==> src/rtl/pcu_pkg.sv <==
// pcu_pkg: shared constants and types for the paint control unit
package pcu_pkg;
   localparam int DIR_UP    = 0;
   localparam int DIR_DOWN  = 1;
   localparam int DIR_LEFT  = 2;
   localparam int DIR_RIGHT = 3;
   typedef enum logic [1:0] {IDLE, HOLD, REPEAT, CLEAR} state_t;
   localparam logic [7:0]  RESET_COORD = 8'd128;
   localparam logic [11:0] CLEAR_COLOR = 12'hFFF;
endpackage

==> src/rtl/pcu_debounce.sv <==
// debounce: two-flop synchroniser plus level debouncer for one raw input bit
// Ports: clk, rst (sync, active-high), din (raw async level), dout (debounced level)
module debounce #(
   parameter int CYCLES = 1_000_000
) (
   input  logic clk,
   input  logic rst,
   input  logic din,
   output logic dout
);
   localparam int W = $clog2(CYCLES + 1);
   logic         sync1_q, sync2_q, dout_q, dout_d;
   logic [W-1:0] cnt_q, cnt_d;
   always_comb begin
      cnt_d  = '0;
      dout_d = dout_q;
      if (sync2_q != dout_q) begin
         cnt_d = cnt_q + 1'b1;
         if (cnt_q == W'(CYCLES - 1)) begin
            cnt_d  = '0;
            dout_d = sync2_q;
         end
      end
   end
   always_ff @(posedge clk) begin
      if (rst) begin
         sync1_q <= 1'b0;
         sync2_q <= 1'b0;
         dout_q  <= 1'b0;
         cnt_q   <= '0;
      end else begin
         sync1_q <= din;
         sync2_q <= sync1_q;
         dout_q  <= dout_d;
         cnt_q   <= cnt_d;
      end
   end
   assign dout = dout_q;
endmodule

==> src/rtl/pcu.sv <==
// pcu: paint control unit, turns buttons into cursor moves and VRAM writes
// Ports: clk, rst (sync, active-high); dir[3:0] up/down/left/right, draw, rgb[11:0] raw inputs;
//        x, y cursor; we, paddr = {x, y}, pdata = {4'b0, colour} VRAM write port;
//        clr raw clear button, present only when PCU_CLEAR_EN is defined.
module pcu
   import pcu_pkg::*;
#(
   parameter int DEBOUNCE_CYCLES = 1_000_000,
   parameter int REPEAT_DELAY    = 25_000_000,
   parameter int REPEAT_PERIOD   = 5_000_000
) (
   input  logic        clk,
   input  logic        rst,
   input  logic [3:0]  dir,
   input  logic        draw,
   input  logic [11:0] rgb,
   output logic [7:0]  x,
   output logic [7:0]  y,
   output logic        we,
   output logic [15:0] paddr,
   output logic [15:0] pdata
`ifdef PCU_CLEAR_EN
   ,
   input  logic        clr
`endif
);
   localparam int CMAX = REPEAT_DELAY > REPEAT_PERIOD ? REPEAT_DELAY : REPEAT_PERIOD;
   localparam int CW   = $clog2(CMAX + 1);
   logic [3:0]    dir_db, dir_prev_q;
   logic          draw_db, step, rise, held, moving;
   logic [7:0]    dx, dy, x_q, x_d, y_q, y_d;
   state_t        state_q, state_d;
   logic [CW-1:0] cnt_q, cnt_d;
   logic          we_q, we_d;
   logic [15:0]   paddr_q, paddr_d, pdata_q, pdata_d;
   genvar g;
   for (g = 0; g < 4; g++) begin : g_dir
      debounce #(.CYCLES(DEBOUNCE_CYCLES)) u_dir (.clk(clk), .rst(rst), .din(dir[g]), .dout(dir_db[g]));
   end
   debounce #(.CYCLES(DEBOUNCE_CYCLES)) u_draw (.clk(clk), .rst(rst), .din(draw), .dout(draw_db));
`ifdef PCU_CLEAR_EN
   logic        clr_db, clr_prev_q;
   logic [15:0] caddr_q, caddr_d;
   debounce #(.CYCLES(DEBOUNCE_CYCLES)) u_clr (.clk(clk), .rst(rst), .din(clr), .dout(clr_db));
`endif
   // Opposing buttons cancel; -1 is expressed as 8'hFF so the add wraps modulo 256.
   assign dx = (dir_db[DIR_RIGHT] & ~dir_db[DIR_LEFT]) ? 8'd1 :
               (dir_db[DIR_LEFT] & ~dir_db[DIR_RIGHT]) ? 8'hFF : 8'd0;
   assign dy = (dir_db[DIR_DOWN] & ~dir_db[DIR_UP]) ? 8'd1 :
               (dir_db[DIR_UP] & ~dir_db[DIR_DOWN]) ? 8'hFF : 8'd0;
   assign moving = (|dx) | (|dy);
   assign rise   = |(dir_db & ~dir_prev_q);
   assign held   = |dir_db;
   always_comb begin
      state_d = state_q;
      cnt_d   = cnt_q + 1'b1;
      step    = 1'b0;
      unique case (state_q)
         IDLE: begin
            cnt_d = '0;
            if (rise && moving) begin
               step    = 1'b1;
               state_d = HOLD;
            end
         end
         HOLD:
            if (!held) state_d = IDLE;
            else if (cnt_q == CW'(REPEAT_DELAY - 1)) begin
               step    = 1'b1;
               state_d = REPEAT;
               cnt_d   = '0;
            end
         REPEAT:
            if (!held) state_d = IDLE;
            else if (cnt_q == CW'(REPEAT_PERIOD - 1)) begin
               step  = 1'b1;
               cnt_d = '0;
            end
         default: ;
      endcase
      we_d    = draw_db;
      paddr_d = draw_db ? {x_q, y_q} : paddr_q;
      pdata_d = draw_db ? {4'b0, rgb} : pdata_q;
`ifdef PCU_CLEAR_EN
      caddr_d = caddr_q + 1'b1;
      if (state_q == CLEAR) begin
         we_d    = 1'b1;
         paddr_d = caddr_q;
         pdata_d = {4'b0, CLEAR_COLOR};
         if (caddr_q == 16'hFFFF) state_d = IDLE;
      end
      // Entry cycle writes nothing so the clear burst is exactly 65536 writes long.
      if (clr_db && !clr_prev_q) begin
         state_d = CLEAR;
         caddr_d = '0;
         step    = 1'b0;
         we_d    = 1'b0;
         paddr_d = paddr_q;
         pdata_d = pdata_q;
      end
`endif
      x_d = step ? x_q + dx : x_q;
      y_d = step ? y_q + dy : y_q;
   end
   always_ff @(posedge clk) begin
      if (rst) begin
         state_q    <= IDLE;
         cnt_q      <= '0;
         dir_prev_q <= '0;
         x_q        <= RESET_COORD;
         y_q        <= RESET_COORD;
         we_q       <= 1'b0;
         paddr_q    <= '0;
         pdata_q    <= '0;
`ifdef PCU_CLEAR_EN
         clr_prev_q <= 1'b0;
         caddr_q    <= '0;
`endif
      end else begin
         state_q    <= state_d;
         cnt_q      <= cnt_d;
         dir_prev_q <= dir_db;
         x_q        <= x_d;
         y_q        <= y_d;
         we_q       <= we_d;
         paddr_q    <= paddr_d;
         pdata_q    <= pdata_d;
`ifdef PCU_CLEAR_EN
         clr_prev_q <= clr_db;
         caddr_q    <= caddr_d;
`endif
      end
   end
   assign x     = x_q;
   assign y     = y_q;
   assign we    = we_q;
   assign paddr = paddr_q;
   assign pdata = pdata_q;
endmodule

==> config.mk <==
export PLATFORM = sky130hd
export DESIGN_NAME = pcu
export DESIGN_NICKNAME = d
export VERILOG_FILES = /design/src/rtl/pcu_pkg.sv /design/src/rtl/pcu_debounce.sv /design/src/rtl/pcu.sv
export SDC_FILE = /design/constraint.sdc
export NUM_CORES = 1
export LEC_CHECK = 0
export BUFFER_PORTS_ARGS = -buffer_cell sky130_fd_sc_hd__buf_4
export CORE_ASPECT_RATIO = 1.5
export CORE_UTILIZATION = 25
export CTS_BUF_LIST = sky130_fd_sc_hd__clkbuf_4 sky130_fd_sc_hd__clkbuf_8 sky130_fd_sc_hd__clkbuf_16
export CTS_CLUSTER_SIZE = 12
export DETAILED_ROUTE_END_ITERATION = 12
export GPL_TIMING_DRIVEN = 0
export PLACE_DENSITY = 0.39
export SYNTH_ARGS = -nofsm -noshare
export SYNTH_HDL_FRONTEND = slang
export SYNTH_HIERARCHICAL = 1
export SYNTH_SLANG_ARGS = --single-unit
==> constraint.sdc <==
create_clock -name clk -period 7.6 [get_ports clk]
set_clock_uncertainty 0.15 [all_clocks]
set_input_delay 0.76 -clock clk [delete_from_list [all_inputs] [get_ports clk]]
set_output_delay 0.76 -clock clk [all_outputs]
set_load 0.03 [all_outputs]
==> metrics list, run 1 <==
- Standard cell core area: 0.03531 mm²
- Most frequent cells after synthesis: sky130_fd_sc_hd__dfxtp_1, sky130_fd_sc_hd__nor2_1, sky130_fd_sc_hd__nand3_1, sky130_fd_sc_hd__xnor2_1, sky130_fd_sc_hd__a21oi_1
- # IOs: 68
- In this run the remaining antenna-violating nets after routing total 0.
* Vias per Instance: ~4.6
- Data arrival at the endpoint of the critical path: 2.92 ns
- Placed Instances: 1,561
* PortBufs: 63
* Share of the clock period used by the worst path after layout: 0.3629
- Overall via count from detail_route: 7,277
- For this run, the total global-route usage over all layers was measured as 0.1283.
- Summed over all nets, the switching power comes to 452.7 µW.
* Yosys reg bits: 191
- Of the total power, registers draw 0.512.
* Cell-internal power: between 1.5 and 2 mW
* Bufs on Longest Clock Path: 2
- Routed Wire Length: 22.63 mm
* Worst-path clk slew: 0.07 ns
- For this run, the register share of the synthesized area comes to 0.4229.
* Detailed-router iteration count before antenna repair: 4
- Total clock buffers created by CTS: 17
* RD Place Congestion: 0.7346
- The run finished with clean final reports.
* Area of the mapped netlist: 0.009041 mm²
- Counting distinct cell types in the post-synthesis netlist gives 61.
- Final hold analysis gives a worst-case slack of ~0.29 ns.
* Vias in the first global route: 7,017
* CP Launch Type: flip-flop
* Peak VDD IR: between 0.1 and 0.15 mV
* Setup repair after global routing missed its margin: false
* Area share of the largest cell type after synthesis: 0.4229
- Detailed placement ended at an HPWL of 16.57 mm.
- For this block, the initial DRC count from the detailed router was 255.
- Avg Inst Size Synth: 8.847 µm²
* Remaining DRCs: 0
- 0 antenna diodes ended up in the layout.
* H-tree levels: 4
* Static Leakage: 3.483 nW
- Timing would allow up to 362.5 MHz.
- Main area contributors after synthesis: sky130_fd_sc_hd__dfxtp_1, sky130_fd_sc_hd__nor2_1, sky130_fd_sc_hd__xnor2_1
- Largest fanout on the critical path: 11
- Hold WC Path Type: flip-flop to flip-flop
- Routed length per placed instance: 14.21 µm
- Of the total power, the share spent switching nets is 0.2286.
- Entering global routing, the biggest net connects 25 pins.
- Counting every sink on the clock net gives 191.
- Area leader, netlist: sky130_fd_sc_hd__dfxtp_1
- Starting density of the core: 0.2560
- Max Cap Viol: 0
* Die outline area: 0.03695 mm²
- Row generation in the floorplan step produced 84 rows.
- Overflow left after global routing: 0
- Measured along the y axis, the die boundary spans 234.9 µm.
- By instance count, the leading cell after synthesis is sky130_fd_sc_hd__dfxtp_1.
* Number of enable-type register cells in the synthesized netlist: 0
- The finished layout holds 1,593 standard cells, fillers aside.
* Combinational cell fraction of total power: 0.028
* Clock Power Share: 0.460
- At the later pin of the worst-skew pair, clock insertion delay measures 0.45 ns.
- Cell count after synthesis: 1,022
* Share of async-settable or async-resettable flops after synthesis: 0
* Kind of critical path: flip-flop to flip-flop
- Fraction of layout cells with a size suffix above 1: 0.1125
* Total negative slack for setup checks: 0 ns
* Setup-failing EPs final: 0
- The first global-routing pass estimated 36.74 mm of wire.
* Pwr Density: roughly 180 mW/mm²
- Measured on the finished design, the core utilization comes to 0.3034.
- Worst endpoint required time: 7.76 ns
- STA classifies the critical path endpoint as a flip-flop.
* Worst rel slew slack: 0.2023
- From synthesis to final layout, the design area changed by 18.50%.
- Post-CTS setup repair buffer count: 0
- Number of antenna violations at the first check in global routing: 0
- Resized cells post-CTS: 0
- Minimum clock period after layout: between 2 and 3 ns
* Clock tree from TritonCTS: done
- Most common flop cell mapped by yosys: sky130_fd_sc_hd__dfxtp_1
- Slew @ Worst Pin: 1.197 ns
* Cell at the root of the clock tree: sky130_fd_sc_hd__clkbuf_16
* Max-slew violation count: 0
* Cts hold-fix bufs: 0
- Number of hold violations in the final report: 0
- From left edge to right edge, the die measures 157.3 µm.
- In the final design database the tool counted 1,156 nets.
* Count of synthesis-stage warnings from yosys: 6
==> power groups by stage <==
stage               clock network [mW]  registers [mW]  logic [mW]
floorplan                            0            1.04      0.0296
global placement                     0            1.04      0.0574
detailed placement                   0            1.04      0.0571
CTS                              0.961            1.01      0.0572
global route                     0.993            1.01      0.0621
finish                           0.911            1.01      0.0557
==> routing by layer <==
| metal | GRT usage | up-vias | share of wire | routed length, µm |
|---|---|---|---|---|
| met5 | 0 | - | 0 | 0 |
| met4 | 0.05855 | 0 | 0.020 | 453 |
| met1 | 0.1475 | 3403 | 0.44 | 10050 |
| met2 | 0.2265 | 82 | 0.51 | 11470 |
| li1 | - | 3774 | - | - |
| met3 | 0.02305 | 18 | 0.029 | 652 |
==> critical path, stage by stage, from the launching register on <==
cell	delay (ns)
sky130_fd_sc_hd__dfxtp_1	0.36
sky130_fd_sc_hd__inv_1	0.12
sky130_fd_sc_hd__ha_1	0.48
sky130_fd_sc_hd__ha_1	0.33
sky130_fd_sc_hd__a21oi_1	0.24
sky130_fd_sc_hd__o2111ai_1	0.28
sky130_fd_sc_hd__a2111oi_0	0.55
sky130_fd_sc_hd__a2111oi_2	0.10
==> sequential cells by signal, indices dropped and copies added, names as in the netlist <==
register             cells
pdata                   12
paddr                   16
we                       1
u_draw/dout              1
u_draw/sync2_q           1
y                        8
g_dir.u_dir/cnt_q       80
u_draw/cnt_q            20
g_dir.u_dir/sync1_q      4
g_dir.u_dir/sync2_q      4
cnt_q                   25
u_draw/sync1_q           1
dir_prev_q               4
state_q                  2
g_dir.u_dir/dout         4
x                        8
==> cell type report <==
type | instances | area [µm²]
flip-flops and latches | 191 | 3824
inverters | 36 | 135.1
well taps | 473 | 591.8
plain buffers | 44 | 195.2
repair buffers | 63 | 473.0
clock inverters | 10 | 102.6
fillers | 3783 | 24600
multi-input cells | 754 | 4898
clock buffers | 22 | 494.2
==> placed cells by master, fill, tap and decap left out, types with 26 or more instances in the layout <==
cell / netlist / layout
sky130_fd_sc_hd__xnor2_1: 65 / 65
sky130_fd_sc_hd__nand4_1: 27 / 27
sky130_fd_sc_hd__mux2i_1: 28 / 28
sky130_fd_sc_hd__a21oi_1: 46 / 46
sky130_fd_sc_hd__nand2_1: 41 / 41
sky130_fd_sc_hd__nand3_1: 75 / 75
sky130_fd_sc_hd__ha_1: 28 / 28
sky130_fd_sc_hd__clkbuf_1: 26 / 26
sky130_fd_sc_hd__inv_1: 36 / 36
sky130_fd_sc_hd__dfxtp_1: 191 / 191
sky130_fd_sc_hd__xor2_1: 34 / 34
sky130_fd_sc_hd__buf_4: 5 / 68
sky130_fd_sc_hd__nor2_1: 153 / 153
sky130_fd_sc_hd__o21ai_0: 33 / 33
==> per-stage QoR <==
| stage | area (µm²) | total power, mW | setup WS (ns) |
|---|---|---|---|
| after global placement | 10120 | 1.095 | 4.620 |
| after global routing | 10710 | 2.070 | 4.604 |
| after floorplan | 9052 | 1.068 | 5.202 |
| after CTS | 10710 | 2.032 | 4.819 |
| after detailed placement | 10120 | 1.095 | 4.630 |
| final | 10710 | 1.980 | 4.842 |
==> worst paths after layout <==
| kind | startpoint | slack (ns) | to | cells after the start |
|---|---|---|---|---|
| worst max-delay path | g_dir[1].u_dir/dout$_SDFFE_PP0P_ | 4.84 | y[7]$_SDFFE_PP1P_ | 7 |
| worst min-delay path | g_dir[1].u_dir/sync1_q$_SDFF_PP0_ | 0.29 | g_dir[1].u_dir/sync2_q$_SDFF_PP0_ | 1 |
| worst max register to register | g_dir[1].u_dir/dout$_SDFFE_PP0P_ | 4.84 | y[7]$_SDFFE_PP1P_ | 7 |
| worst min register to register | g_dir[1].u_dir/sync1_q$_SDFF_PP0_ | 0.29 | g_dir[1].u_dir/sync2_q$_SDFF_PP0_ | 1 |
==> cells by family after synthesis <==
group	count (synthesis)	synth area share
AO/OA/AOI/OAI	131	0.09134
XOR/XNOR	99	0.09590
adder cells (fa/ha/maj)	30	0.04318
buffers and inverters	80	0.03653
flip-flops	191	0.4229
multiplexers	28	0.03100
other	1	0.0004148
AND/OR/NAND/NOR	462	0.2787
No activity file was read; power rests on OpenSTA's default activity.
==> inputs of run 2 (changes only) <==
- ABC_AREA: default -> 1
- PLACE_DENSITY: 0.39 -> 0.4
- clock period: 7.6 -> 2.21 ns (I/O delays scaled with it)
==> run 2 against run 1 <==
  * Synthesized cell count rose by 36%
  * Die area rose by 9.4%
  * Flip-flop and latch count did not move
  * Sequential power rose to 3.4 times the previous value
  * Wire length rose by 17%
  * Critical path depth rose by 2
  * Synthesized area rose by 9.5%
  * Count of clock-buffer cells in the layout fell by 4
  * Highest routed layer unchanged
==> metrics list, run 2 <==
- Rows: approximately 90
* PortBufs: 63
- The detailed router finished its first iteration with 359 violations.
* Overall via count from detail_route: 8,706
* H-tree levels: 4
- For this run, the register share of the synthesized area comes to 0.3862.
- Count of synthesis-stage warnings from yosys: 6
* Number of flip-flops in the largest register: 80
* Area of the mapped netlist: 0.009901 mm²
- For this run, the total global-route usage over all layers was measured as 0.1388.
- The via count of the first global-routing pass is 8,547.
* # diodes: 0
- In this run the static leakage power is 4.317 nW.
- Before antenna repair, the detailed router went through 5 iterations.
- Setup Slack @ Placement: -0.3053 ns
* Max Cap Viol: 0
- The library cells used most frequently in the layout, excluding fill and tap cells, are sky130_fd_sc_hd__nor2_1, sky130_fd_sc_hd__nand2_1, sky130_fd_sc_hd__dfxtp_1.
- Distinct cell type count after synthesis: 38
- Number of enable-type register cells in the synthesized netlist: 0
- The largest registers in the layout are g_dir.u_dir/cnt_q (80), cnt_q (25), u_draw/cnt_q (20).
- Most common flop cell mapped by yosys: sky130_fd_sc_hd__dfxtp_1
* Number of hold violations in the final report: 0
- Routed length per placed instance: 13.20 µm
- Startpoint of the most critical hold path: rst
* Fmax: approximately 470 MHz
- The initial utilization of the core area, before any placement, comes to 0.2555.
- The floorplan step defined a core boundary enclosing roughly 0.039 mm².
- TritonCTS built the clock tree.
- Busiest grt layer: met2
- Worst-path clk slew: around 0.080 ns
- Area leader, netlist: sky130_fd_sc_hd__dfxtp_1
- In the global route stage, met3 resource usage came out at 0.02108.
- Die outline area: 0.04042 mm²
- The wire-length estimate of the detail-placed layout is 19.94 mm.
* Leading cell type in the layout, fill and taps excluded: sky130_fd_sc_hd__nor2_1
- Setup repair after global routing missed its margin: true
- RD Place Congestion: 0.7863
- Across the whole layout, storage elements account for 0.003835 mm².
* Fraction of layout cells with a size suffix above 1: 0.1641
- Cell at the root of the clock tree: sky130_fd_sc_hd__clkbuf_16
* Avg Inst Size Synth: between 7 and 8 µm²
- CP Capture Type: flip-flop
- Area share of the largest cell type after synthesis: 0.3862
- Using the TritonRoute via totals, the vias-per-cell ratio works out to about 4.3.
- In the synthesized netlist, the number of instances is roughly 1,400.
- Clock latency on the worst-skew pair: around 0.46 ns
- For the finished layout, the period the worst path requires is 2.123 ns.
* Kind of critical path: flip-flop to flip-flop
- The placed instances occupy a cell area of 0.01100 mm².
* Total clock buffers created by CTS: 17
- The number of max-slew violations in the final report is 0.
* Data arrival at the endpoint of the critical path: 2.34 ns
- Pwr Density: 577.1 mW/mm²
- Ranked by flip-flop count, first place goes to g_dir.u_dir/cnt_q.
* Slew @ Worst Pin: 0.7259 ns
- Of the available clock period, the critical path in the final layout requires 0.9608.
- Number of clock sinks: between 150 and 200
* Worst rel slew slack: 0.5161
* Largest fanout on the critical path: 4
- The count of cells in the finished layout, fillers not included, comes to between 2,000 and 2,500.
- Post-detailed-route count of antenna-violating nets: 0
- First-pass GRT wire length: 43.29 mm
- Placed Instances: roughly 1,900
* Overflow left after global routing: 0
* Most frequent cells after synthesis: sky130_fd_sc_hd__nor2_1, sky130_fd_sc_hd__nand2_1, sky130_fd_sc_hd__dfxtp_1, sky130_fd_sc_hd__inv_1, sky130_fd_sc_hd__nand3_1
- The number of antenna violations at the first check in global routing came to 1.
- Non-Filler Cell Area, Final: 0.01194 mm²
- Routed Wire Length: 26.49 mm
- Peak VDD IR: 0.4679 mV
- Setup-failing EPs final: 0
* Yosys reg bits: approximately 190
- Die outline width: between 150 and 200 µm
- CP Launch Type: flip-flop
* Crit path launch: g_dir[0].u_dir/dout$_SDFFE_PP0P_
- Net count, final: between 1,500 and 2,000
* Critical register-to-register path startpoint: g_dir[0].u_dir/dout$_SDFFE_PP0P_
- Of all flip-flops after synthesis, the portion carrying an async set or reset was 0.
- In the global route stage, met2 resource usage came out at 0.2525.
* Outcome: completed
- Fin worst setup slack: 0.08663 ns
* Worst endpoint required time: 2.42 ns
- The die is around 250 µm tall.
- The filler cells instantiated in the layout total 4,263.
* Main area contributors after synthesis: sky130_fd_sc_hd__dfxtp_1, sky130_fd_sc_hd__nor2_1, sky130_fd_sc_hd__nand2_1
- Maximum number of pins on one net before global-route repair: 19
* Met1 Track Usage GR: 0.1583
- Combined area of the multi-input logic cells: 0.005428 mm²
* Bufs on Longest Clock Path: 2
- For this run, design rule violations remaining after detail routing come to 0.
* Area growth from synthesis to layout: 20.61%
- The worst hold path belongs to the class primary input to flip-flop.
- 68 I/O pins were placed.
- Most frequently used cell type in the post-synthesis netlist: sky130_fd_sc_hd__nor2_1
==> run 2: changes by cell type in the layout (fill, tap and decap cells not counted), moves of 19 or more <==
cell                            before  now
sky130_fd_sc_hd__nor4_1             19    0
sky130_fd_sc_hd__dlygate4sd3_1       0   24
sky130_fd_sc_hd__nand2_1            41  235
sky130_fd_sc_hd__mux2i_1            28    0
sky130_fd_sc_hd__nand3_1            75   96
sky130_fd_sc_hd__xnor2_1            65   29
sky130_fd_sc_hd__clkbuf_1           26    7
sky130_fd_sc_hd__nor2_2              0   58
sky130_fd_sc_hd__inv_1              36  125
sky130_fd_sc_hd__nor2_1            153  312
sky130_fd_sc_hd__nand2_2             0   20
==> run 2: worst max-delay path, stage by stage, from the launching register on <==
cell and delay (ns):
sky130_fd_sc_hd__dfxtp_4 0.39, sky130_fd_sc_hd__inv_1 0.10, sky130_fd_sc_hd__ha_4 0.27, sky130_fd_sc_hd__ha_1 0.21, sky130_fd_sc_hd__fa_2 0.38, sky130_fd_sc_hd__a31oi_1 0.18
sky130_fd_sc_hd__xor2_1 0.20, sky130_fd_sc_hd__nand2_2 0.06, sky130_fd_sc_hd__nand2_1 0.07, sky130_fd_sc_hd__nor2_2 0.03
==> run 2: final cells by class <==
class                      instances  share of cell area
tap                              495             0.05186
timing repair buffer              88             0.06035
buffer                            24             0.01582
inverter                         148             0.04652
clock inverter                    14             0.01299
multi-input combinational       1028              0.4545
clock buffer                      18             0.03678
sequential                       191              0.3211
==> run 2: per-stage QoR <==
stage / TNS (ns) / hold slack (ns) / total power [mW] / utilization
5_1_grt: -0.01393 / 0.08231 / 7.199 / 0.3081
3_5_place_dp: -8.773 / 0.2459 / 3.734 / 0.2839
3_3_place_gp: -8.995 / 0.2469 / 3.735 / 0.2839
2_1_floorplan: 0 / 0.1422 / 3.657 / -
6_report: 0 / 0.05924 / 6.891 / 0.3081
4_1_cts: 0 / 0.05381 / 7.049 / 0.3072
==> run 2: report_power, final <==
group	internal (mW)	switching [mW]	leakage (nW)
combinational	0.0962	0.128	2.49
sequential	3.45	0.0109	1.54
clock	1.72	1.49	0.288
total	5.27	1.63	4.32
==> run 2: layer usage <==
layer | up-vias | share of wire
met4 | 0 | 0.021
li1 | 4597 | -
met2 | 114 | 0.51
met3 | 24 | 0.027
met1 | 3971 | 0.44
met5 | - | 0
==> run 2: logic make-up (layout without fill, tap and decap cells) <==
logic type / Yosys count / count (layout) / synth area share
AND/OR/NAND/NOR: 809 / 809 / 0.3719
adder cells (fa/ha/maj): 30 / 30 / 0.03943
AO/OA/AOI/OAI: 108 / 108 / 0.05940
other: 1 / 4 / 0.0003788
XOR/XNOR: 77 / 77 / 0.06812
buffers and inverters: 172 / 292 / 0.07456
flip-flops: 191 / 191 / 0.3862
==> run 2: what timing repair did <==
action	4_1_cts	5_1_grt
endpoints found under the setup margin	33	30
gates resized for setup	13	15
pin swaps	0	2
hold endpoints to repair	20	0
buffers inserted	1	0
hold buffers	24	0
==> run 2: worst paths after layout <==
path | to | slack, ns | cells past startpoint
max reg2reg | y[4]$_SDFFE_PP0P_ | 0.09 | 9
min reg2reg | g_dir[3].u_dir/sync2_q$_SDFF_PP0_ | 0.25 | 2
min | u_draw/dout$_SDFFE_PP0P_ | 0.06 | 4
max | y[4]$_SDFFE_PP0P_ | 0.09 | 9
==> inputs of run 3 (changes only) <==
- clock period: 2.21 -> 1.8 ns (I/O delays scaled with it)
==> run 3 against run 2 <==
  * The flow now finishes with violations (negative setup slack)
  * Die area did not move
  * Power rose by 25%
  * Critical path depth did not move
  * Register-to-register slack got worse by 0.24 ns
  * Clock power rose by 25%
  * Flip-flop and latch count did not move
==> metrics list, run 3 (synthesis results as in run 2) <==
- Total clock buffers created by CTS: 17
- Non-Filler Cell Area, Final: ~0.013 mm²
* Bufs on Longest Clock Path: 2
* PortBufs: 63
- Summing all flip-flop and latch instances after layout gives just under 0.004 mm².
- Sum of internal, switching and leakage power: 8.604 mW
- Starting density of the core: 0.2555
* Standard cell core area: 0.03876 mm²
* Vias per Instance: around 4.3
* Slew @ Worst Pin: roughly 0.66 ns
* H-tree levels: 4
- Net count, final: 1,582
- Rows: 88
- First-pass GRT wire length: 42.95 mm
- The path class of the tightest hold or removal check is primary input to flip-flop.
* Routed Wire Length: between 20 and 30 mm
- For this run, the total global-route usage over all layers was measured as 0.1354.
- Detailed-router iteration count before antenna repair: 5
- The register with the most flip-flops in the layout has 80 of them.
- The startpoint identified for the worst hold timing path is rst.
* CP Capture Type: flip-flop
- For this design, the slowest cell found on the critical path is sky130_fd_sc_hd__dfxtp_4.
- Area growth from synthesis to layout: 29.15%
- In this run the register-to-register setup slack is -0.15 ns.
- The largest registers in the layout are g_dir.u_dir/cnt_q (80), cnt_q (25), u_draw/cnt_q (20).
- Dividing total power by cell area gives a power density of slightly below 700 mW/mm².
- Iteration-0 DRC count of the detailed router: 348
- In the final layout, the share of cells above drive strength 1 is 0.2335.
- Detailed routing inserted a total of 8,823 vias.
- Commonest cells after routing, fill and taps aside: sky130_fd_sc_hd__nor2_1, sky130_fd_sc_hd__nand2_1, sky130_fd_sc_hd__dfxtp_1
- CP Launch Type: flip-flop
* Worst endpoint required time: 2.01 ns
* Clock latency on the worst-skew pair: 0.45 ns
- The via count of the first global-routing pass is 8,596.
- CTS placed an instance of sky130_fd_sc_hd__clkbuf_16 at the clock tree root.
* Leading cell type in the layout, fill and taps excluded: sky130_fd_sc_hd__nor2_1
- Peak VDD IR: 0.4451 mV
* Number of hold violations in the final report: 0
* Longest individual stage delay on the worst path: 0.38 ns
- The multi-input combinational cells in the finished layout cover a total of 0.005889 mm².
- # diodes: 0
- Critical register-to-register path startpoint: g_dir[0].u_dir/dout$_SDFFE_PP0P_
- Violations in the final reports: negative setup slack
- The detail route stage leaves a number of antenna-violating nets equal to 0.
* Worst reg2reg path depth: 9
- Worst flop-to-flop path endpoint: y[4]$_SDFFE_PP0P_
* Finished Core Util: 0.3299
- Kind of critical path: flip-flop to flip-flop
- In this run the worst setup path terminates at y[4]$_SDFFE_PP0P_.
- The floorplan step set the die height to 245.7 µm.
- Pin placement for this block handled 68 I/O pins.
- Setup-failing EPs final: 37
* Worst-path clk slew: 0.08 ns
- Max Cap Viol: 0
* Minimum clock period after layout: 1.953 ns
- Entering global routing, the biggest net connects 18 pins.
* Die outline width: 164.5 µm
- Number of antenna violations at the first check in global routing: 0
- Max-slew violation count: 0
* HPWL after detailed placement: 19.40 mm
- Share of the clock period used by the worst path after layout: 1.085
* Static Leakage: 4.664 nW
- Routed length per placed instance: ~13 µm
* Register with the most flip-flops: g_dir.u_dir/cnt_q
- The worst pin sits at a relative slew slack of 0.5612.
- After layout, the worst setup slack is -0.1532 ns.
- Setup repair after global routing missed its margin: true
- Total placed instance area: 0.01117 mm²
* Remaining DRCs: 0
* Non-filler cells, final: 2,041
- Data arrives at the worst endpoint at 2.16 ns.
- After global routing the overflow that remains totals 0.
* Outcome: finished, violations left
- Routability-driven placement finished with a final weighted congestion of roughly 0.8.
- Fill cell count: 4,215
- Placed Instances: 1,949
- Crit path launch: g_dir[0].u_dir/dout$_SDFFE_PP0P_
* Fmax: 512.0 MHz
- Clock tree synthesis found a total of 191 sinks.
- The floorplan step defined a die boundary enclosing between 0.04 and 0.05 mm².
* Crit path cell chain: inv_4 -> ha_4 -> ha_4 -> fa_2 -> a31oi_4 -> xor2_1 -> nand2_2 -> nand2_2 -> nor2_2
- Hold Worst Slack: 0.07368 ns
- Clock tree from TritonCTS: done
* Largest fanout on the critical path: 3
## run 3: changes by cell type in the layout (fill, tap and decap cells not counted), moves of 5 or more
cell,delta
sky130_fd_sc_hd__buf_4,+26
sky130_fd_sc_hd__dfxtp_1,-8
sky130_fd_sc_hd__dfxtp_2,+8
sky130_fd_sc_hd__ha_1,-8
sky130_fd_sc_hd__ha_4,+9
sky130_fd_sc_hd__inv_1,-6
sky130_fd_sc_hd__nand2_1,-9
sky130_fd_sc_hd__nand2_4,+5
sky130_fd_sc_hd__nand3_1,-6
sky130_fd_sc_hd__nor2_1,-22
sky130_fd_sc_hd__nor2_4,+21
## run 3: layout make-up
class | count | share of cell area
multi-input cells | 1028 | 0.4606
plain buffers | 22 | 0.01360
clock inverters | 12 | 0.01115
well taps | 495 | 0.04843
repair buffers | 125 | 0.08425
inverters | 148 | 0.04442
clock buffers | 20 | 0.03689
flip-flops and latches | 191 | 0.3007
## run 3: stage by stage
stage | setup WS [ns] | TNS, ns
after global placement | -0.4963 | -20.86
after detailed placement | -0.4582 | -20.18
final | -0.1532 | -2.008
after floorplan | -0.1266 | -0.6443
after CTS | -0.1726 | -3.996
after global routing | -0.2327 | -6.459
## run 3: per-layer routing
layer	vias up	global-route usage	routed length (µm)
met3	36	0.02277	591
met5	-	0	0
met4	0	0.04938	586
li1	4667	-	-
met2	102	0.2570	14180
met1	4018	0.1470	10960
## run 3: how the worst min path moves through the flow
stage / endpoint / cells past startpoint
final: g_dir[1].u_dir/cnt_q[18]$_SDFF_PP0_ / 4
after global routing: g_dir[3].u_dir/cnt_q[16]$_SDFF_PP0_ / 4
after CTS: g_dir[1].u_dir/cnt_q[10]$_SDFF_PP0_ / 4
after detailed placement: g_dir[3].u_dir/sync1_q$_SDFF_PP0_ / 3
after global placement: g_dir[3].u_dir/sync1_q$_SDFF_PP0_ / 3
after floorplan: g_dir[0].u_dir/sync1_q$_SDFF_PP0_ / 1
## run 3: power breakdown
part           switching [mW]  total [mW]  leakage (nW)  internal (mW)
registers              0.0146        4.25          1.55           4.24
logic                   0.188       0.351          2.81          0.162
clock network            1.79        4.00         0.306           2.21
## run 3: timing repair
| item | in CTS | in global routing |
|---|---|---|
| buffers inserted | 24 | 14 |
| endpoints found under the setup margin | 60 | 102 |
| endpoints found under the hold margin | 26 | 0 |
| gates resized for setup | 53 | 74 |
| pin swaps | 26 | 13 |
| cloned | 3 | 0 |
| hold buffers | 24 | 0 |
## run 3: critical path, delay by kind of cell (launching register included)
family	cells	cell delay, ns
AO/OA/AOI/OAI	1	0.15
AND/OR/NAND/NOR	3	0.15
XOR/XNOR	1	0.19
flip-flops	1	0.38
adder cells (fa/ha/maj)	3	0.79
buffers and inverters	1	0.04
